### config.mk
export PLATFORM = sky130hd
export DESIGN_NAME = shake_dump_stage
export DESIGN_NICKNAME = d
export VERILOG_FILES = /design/src/rtl/shake_pkg.sv /design/src/rtl/shake_word_shifter.sv /design/src/rtl/shake_dump_stage.sv
export SDC_FILE = /design/constraint.sdc
export NUM_CORES = 2
export LEC_CHECK = 0
export CAP_MARGIN = 20
export CORE_AREA = 5 5 550 552
export CTS_CLUSTER_DIAMETER = 120
export DETAILED_ROUTE_END_ITERATION = 6
export DIE_AREA = 0 0 555 557
export DONT_BUFFER_PORTS = 1
export GPL_ROUTABILITY_DRIVEN = 1
export HOLD_SLACK_MARGIN = 0.03
export PLACE_DENSITY = 0.35
export SYNTH_ARGS = -nofsm -noshare
export SYNTH_HDL_FRONTEND = slang
export SYNTH_SLANG_ARGS = --single-unit
### constraint.sdc
create_clock -name clk -period 1.7 [get_ports clk]
set_clock_uncertainty 0.1 [all_clocks]
set_input_delay 0.17 -clock clk [delete_from_list [all_inputs] [get_ports clk]]
set_output_delay 0.17 -clock clk [all_outputs]
set_load 0.1 [all_outputs]
### src/rtl/shake_pkg.sv
// Shared SHAKE parameters and the output-dump state encoding.
package shake_pkg;

    localparam int W                   = 64;
    localparam int SHAKE128_RATE_WORDS = 21;
    localparam int SHAKE256_RATE_WORDS = 17;

    typedef enum logic {
        IDLE   = 1'b0,
        STREAM = 1'b1
    } dump_state_e;

endpackage

### src/rtl/shake_word_shifter.sv
// Loadable rate-block shift register: word 0 is exposed, shift moves the next word down by W.
// Load has priority over shift; contents hold when neither is asserted.
module shake_word_shifter #(
    parameter int W     = shake_pkg::W,
    parameter int WORDS = shake_pkg::SHAKE128_RATE_WORDS
) (
    input  logic               clk,
    input  logic               rst,
    input  logic               load,
    input  logic               shift_en,
    input  logic [WORDS*W-1:0] load_dat,
    output logic [W-1:0]       word0
);

    logic [WORDS*W-1:0] shreg_q;
    logic [WORDS*W-1:0] shreg_d;

    always_comb begin
        shreg_d = shreg_q;
        if (load) begin
            shreg_d = load_dat;
        end else if (shift_en) begin
            shreg_d = {{W{1'b0}}, shreg_q[WORDS*W-1:W]};
        end
    end

    always_ff @(posedge clk) begin
        if (rst) begin
            shreg_q <= '0;
        end else begin
            shreg_q <= shreg_d;
        end
    end

    assign word0 = shreg_q[W-1:0];

endmodule

### src/rtl/shake_dump_stage.sv
// Output-buffer consumer: captures one rate block, streams its words valid/ready, holds dout on stall.
// SHAKE_DUMP_EARLY_RELEASE_EN: advertise availability during the final accept for zero-bubble reload.
module shake_dump_stage #(
    parameter int W          = shake_pkg::W,
    parameter int RATE_WORDS = shake_pkg::SHAKE128_RATE_WORDS,
    parameter int CNT_W      = $clog2(RATE_WORDS + 1)
) (
    input  logic                    clk,
    input  logic                    rst,
    input  logic                    output_buffer_we,
    input  logic [RATE_WORDS*W-1:0] block_in,
    input  logic [CNT_W-1:0]        block_words,
    input  logic                    last_output_block_wr,
    output logic                    output_buffer_available,
    output logic [W-1:0]            dout,
    output logic                    dout_valid,
    input  logic                    dout_ready,
    output logic                    dout_last,
    output logic                    digest_done
);

    import shake_pkg::*;

    dump_state_e      state_q, state_d;
    logic [CNT_W-1:0] words_left_q, words_left_d;
    logic             last_flag_q, last_flag_d;
    logic             digest_done_q, digest_done_d;
    logic [CNT_W-1:0] eff_words;
    logic             streaming;
    logic             last_word;
    logic             accept;
    logic             load;

    assign streaming = (state_q == STREAM);
    assign last_word = (words_left_q == CNT_W'(1));
    assign accept    = streaming && dout_ready;

`ifdef SHAKE_DUMP_EARLY_RELEASE_EN
    assign output_buffer_available = !streaming || (dout_ready && last_word);
`else
    assign output_buffer_available = !streaming;
`endif

    assign load = output_buffer_we && output_buffer_available;

    // Zero or oversized counts mean a full rate block.
    always_comb begin
        eff_words = block_words;
        if (block_words == '0 || block_words > CNT_W'(RATE_WORDS)) begin
            eff_words = CNT_W'(RATE_WORDS);
        end
    end

    always_comb begin
        state_d       = state_q;
        words_left_d  = words_left_q;
        last_flag_d   = last_flag_q;
        digest_done_d = accept && last_flag_q && last_word;
        if (load) begin
            state_d      = STREAM;
            words_left_d = eff_words;
            last_flag_d  = last_output_block_wr;
        end else if (accept) begin
            words_left_d = words_left_q - CNT_W'(1);
            if (last_word) begin
                state_d = IDLE;
            end
        end
    end

    always_ff @(posedge clk) begin
        if (rst) begin
            state_q       <= IDLE;
            words_left_q  <= '0;
            last_flag_q   <= 1'b0;
            digest_done_q <= 1'b0;
        end else begin
            state_q       <= state_d;
            words_left_q  <= words_left_d;
            last_flag_q   <= last_flag_d;
            digest_done_q <= digest_done_d;
        end
    end

    shake_word_shifter #(
        .W     (W),
        .WORDS (RATE_WORDS)
    ) u_shifter (
        .clk      (clk),
        .rst      (rst),
        .load     (load),
        .shift_en (accept),
        .load_dat (block_in),
        .word0    (dout)
    );

    assign dout_valid  = streaming;
    assign dout_last   = streaming && last_flag_q && last_word;
    assign digest_done = digest_done_q;

endmodule
==> results.py, run 1 <==
metrics = {
    "yosys": {
        "synth-seq-cells": 1352,
        "synth_nets": 8794,
        "synth.distinct_cells": 37,
        "post_synth.cell_area_avg_um2": 7.96,
        "synth_area_um2": 59200,
        "seq_area_frac_synth_pct": 45.7,
        "syn_inst": 7438,
        "yosys_warnings": 0,
    },
    "placed_design": {
        "place.gp.congestion": 0.876,
        "dp_hpwl_um": 250000,
        "dp_cells": 11200,
        "place_area_um2": 66800,
        "io_buffers": 0,
    },
    "floorplanning": {
        "initial_core_util_pct": 20.0,
        "die_w_um": 555,
        "die_h_um": 557,
        "std_cell_rows": 200,
        "io_pins": 1422,
    },
    "clock_tree": {
        "clockBufferDepth": 4,
        "post-cts-setup-buffers": 140,
        "h-tree-depth": 4,
        "numCtsBuffers": 178,
        "cts_root_buf": "clkbuf_16",
        "clock_sinks": 1352,
        "cts_resized": 636,
        "cts-hold-fix-buffers": 2345,
    },
    "status": {
        "status": "aborted with a tool error",
        "lastStage": "clock tree synthesis",
        "toolErrorMsg": "[ERROR RSZ-0060] Max buffer count reached.",
    },
}
[cells by family after synthesis]
family | synth area share, %
and+or+nand+nor | 24.5
DFF | 45.7
muxes | 0.0169
AOI/OAI and AO/OA | 22.7
adders and majority gates | 0.0423
buffers and inverters | 6.97
xor gates and xnor gates | 0.0444
[synth_stat cells (all sizes together)]
master / instances / area [µm²]
mux2i: 1 / 10.0
and3: 1 / 6.26
dfxtp: 1352 / 27100
o21ai: 1 / 5.00
o221a: 1 / 11.3
nor4b: 1 / 8.76
a221oi: 1 / 8.76
nor4: 1 / 6.26
xnor2: 2 / 17.5
xor2: 1 / 8.76
nor3: 2 / 10.0
and3b: 1 / 8.76
a22oi: 64 / 480
a311oi: 1217 / 12200
a21o: 1 / 7.51
nor2: 1217 / 4570
or3: 1 / 6.26
a2111oi: 3 / 33.8
nand3: 1 / 5.00
ha: 2 / 25.0
a21oi: 134 / 671
inv: 4 / 15.0
a211oi: 2 / 15.0
and2: 1 / 6.26
nor3b: 1 / 7.51
nor2b: 1 / 6.26
nand2: 2628 / 9860
buf: 561 / 3240
nand2b: 3 / 18.8
clkbuf: 232 / 871
[metrics by stage]
stage               setup slack, ns  hold WS (ns)
detailed placement            -1.40         0.159
global placement              -1.40         0.165
floorplan                   -0.0859         0.175
==> run 2, diff against run 1 <==
CORE_AREA = 5 5 555 557   (was 5 5 550 552)
CTS_CLUSTER_DIAMETER = not set   (was 120)
DIE_AREA = 0 0 560 562   (was 0 0 555 557)
HOLD_SLACK_MARGIN = not set   (was 0.03)
PLACE_DENSITY = not set   (was 0.35)
PLACE_DENSITY_LB_ADDON = 0.15   (was not set)
clock period = 2.2 ns   (was 1.7 ns; I/O delays follow)
==> results.py, run 2 <==
metrics = {
    "placed_design": {
        "place.gp.congestion": 0.889,
        "io_buffers": 0,
        "pre_cts_ws_ns": -1.27,
        "place_area_um2": 63800,
        "dp_hpwl_um": 242000,
        "dp_cells": 11000,
    },
    "setup_path": {
        "cp_data_required_time_ns": 1.88,
        "crit_fanout": 3,
        "r2r_setup_slack_ns": 0.04,
        "worst_r2r_endpoint": "u_shifter.shreg_q[419]",
        "path_class": "flip-flop to output pin",
        "rr_worst_depth": 7,
        "worstReg2RegStart": "dout_valid",
        "endpoint_kind": "output pin",
        "cp-start-kind": "flip-flop",
        "arrival_ns": 1.98,
    },
    "clock_tree": {
        "clk_latency_ns": 0.82,
        "clk_pin_slew_worst_paths_ns": 0.06,
        "clockBufferDepth": 4,
        "numCtsBuffers": 173,
        "h-tree-depth": 4,
        "cts_root_buf": "clkbuf_16",
        "cts_tree": "done",
        "clock_sinks": 1352,
    },
    "timing": {
        "setup_tns_ns": -0.101,
        "finalCritPeriodShare_pct": 105,
        "drv_slew": 0,
        "rsz0062_at_grt": "true",
        "postLayoutSetupSlackWorst_ns": -0.101,
        "worst_pin_slew_ns": 0.980,
        "max_freq_mhz": 435,
        "post-route-min-period_ns": 2.30,
        "holdWs_ns": -0.634,
        "max-slew-margin-rel_pct": 34.6,
        "hold_viol": 69,
        "finalSetupViolations": 1,
    },
    "layout": {
        "area_growth_pct": 57.3,
        "nets": 10800,
        "final_cell_area_um2": 93100,
        "largest-register": "u_shifter.shreg_q",
        "largest_reg_flops": 1344,
        "reg_top3": "u_shifter.shreg_q x1344, words_left_q x5",
        "layout_common_cells": "nand2_1, dlygate4sd3_1, dfxtp_1, nor2_1, a311oi_1",
        "drive_gt1_share_pct": 9.74,
        "mostFrequentLayoutCell": "nand2_1",
        "multi_input_area_um2": 28200,
        "nFillCells": 31900,
        "stdcell_count": 13600,
        "seqCellArea_um2": 27100,
    },
    "routing": {
        "wirelength_um": 337000,
        "vias": 64800,
        "drcViolationCount": 1,
        "drtPass1Iterations": 7,
        "antenna_left": 0,
        "routedWlPerCell_um": 24.8,
        "via_per_inst": 4.76,
        "drt_iter0_drc": 5271,
    },
    "grt": {
        "grt_usage_pct": 19.8,
        "grt_max_degree": 203,
        "antenna_found_initial": 131,
        "grt_overflow_total": 0,
        "grt_pass1_wl_um": 469000,
        "grt_pass1_vias": 65900,
    },
    "power": {
        "power_density_nw_per_um2": 754,
        "ir_worst_vdd_mv": 0.564,
        "leakagePower_uw": 0.0350,
    },
    "yosys": {
        "seq_area_frac_synth_pct": 45.7,
        "synthFlopType": "dfxtp_1",
        "synth_nets": 8794,
        "synth_area_um2": 59200,
        "synth.top_cells.by_count": "nand2_1, dfxtp_1, nor2_1, a311oi_1, buf_2",
        "synthArstFlopShare_pct": 0,
        "yosysTopAreaCell": "dfxtp_1",
        "synth_top_area_share_pct": 45.7,
        "synth-seq-cells": 1352,
        "synth.distinct_cells": 37,
        "synth_most_common_cell": "nand2_1",
        "post_synth.cell_area_avg_um2": 7.96,
        "netlist_top_cells_area": "dfxtp_1, nand2_1, a311oi_1",
        "yosys_warnings": 0,
        "synth_edf_count": 0,
        "syn_inst": 7438,
    },
    "floorplanning": {
        "dieArea_um2": 315000,
        "io_pins": 1422,
        "die_w_um": 560,
        "std_cell_rows": 202,
        "core-area_um2": 302000,
        "initial_core_util_pct": 19.6,
        "die_h_um": 562,
    },
    "min_path": {
        "min_to": "u_shifter.shreg_q[1098]",
        "whs_path_depth": 1,
        "hold_start": "rst",
        "min_path_type": "primary input to flip-flop",
    },
    "status": {
        "status": "complete, but fails checks",
        "violations": "design-rule violations, negative hold slack, negative setup slack",
    },
    "run": {
        "maxCapViolCount": 0,
    },
}
[run 2: cell counts after synthesis]
Identical to the previous run, type by type.
[run 2: layer usage]
metal	global-route usage, %	share of wire [%]
met5	0	0.10
met4	6.95	3.8
met3	3.50	5.8
met2	34.0	48
met1	24.9	42
[run 2: area by class of cell]
class	instances	share of cell area, %
Antenna cell	92	0.247
Clock buffer	262	5.54
Clock inverter	43	0.587
Inverter	4	0.0161
Multi-Input combinational cell	5289	30.3
Sequential cell	1352	29.1
Tap cell	3978	5.35
Timing Repair Buffer	2604	28.9
[run 2: worst max-delay path, stage by stage, from the launching register on]
cell and delay [ns]:
dfxtp_2 0.33, inv_2 0.07, ha_4 0.11, nor4b_4 0.23, and3_4 0.25, buf_12 0.17
[run 2: report_power, final]
part / total [µW] / leakage [µW] / internal [µW] / switching [µW]
Combinational: 12700 / 0.0210 / 5630 / 7060
Clock: 29200 / 0.00280 / 17100 / 12100
Sequential: 28400 / 0.0112 / 26600 / 1790
Total: 70200 / 0.0350 / 49300 / 20900
[run 2: what timing repair did]
item	CTS	global route
endpoints found under the setup margin	251	155
pin swaps	0	3
endpoints found under the hold margin	1352	48
gates resized for setup	7	65
setup buffers	0	29
hold buffers	2209	14
gates cloned	2	17
[run 2: through the flow]
stage | total power [µW] | util (%)
5_1_grt | 73000 | 30.8
3_3_place_gp | 37400 | 21.1
2_1_floorplan | 34100 | -
4_1_cts | 70600 | 30.4
6_report | 70200 | 30.8
3_5_place_dp | 37500 | 21.1
[run 2: how the worst max path moves through the flow]
stage,to,startpoint,slack (ns)
after floorplan,u_shifter.shreg_q[1212],dout_valid,0.18
after global placement,u_shifter.shreg_q[561],rst,-1.27
after detailed placement,u_shifter.shreg_q[453],rst,-1.27
after CTS,dout_last,words_left_q[1],-0.26
after global routing,dout_last,words_left_q[1],-0.22
final,dout_last,words_left_q[1],-0.10
[run 2: logic make-up after synthesis]
group	count (synthesis)	share of synthesized area, %
flops	1352	45.7
xor+xnor	3	0.0444
compound gates	1424	22.7
mux	1	0.0169
buf+inv	797	6.97
fa+ha+maj	2	0.0423
simple gates	3859	24.5
Note: power is estimated with default switching activity, not from simulation.
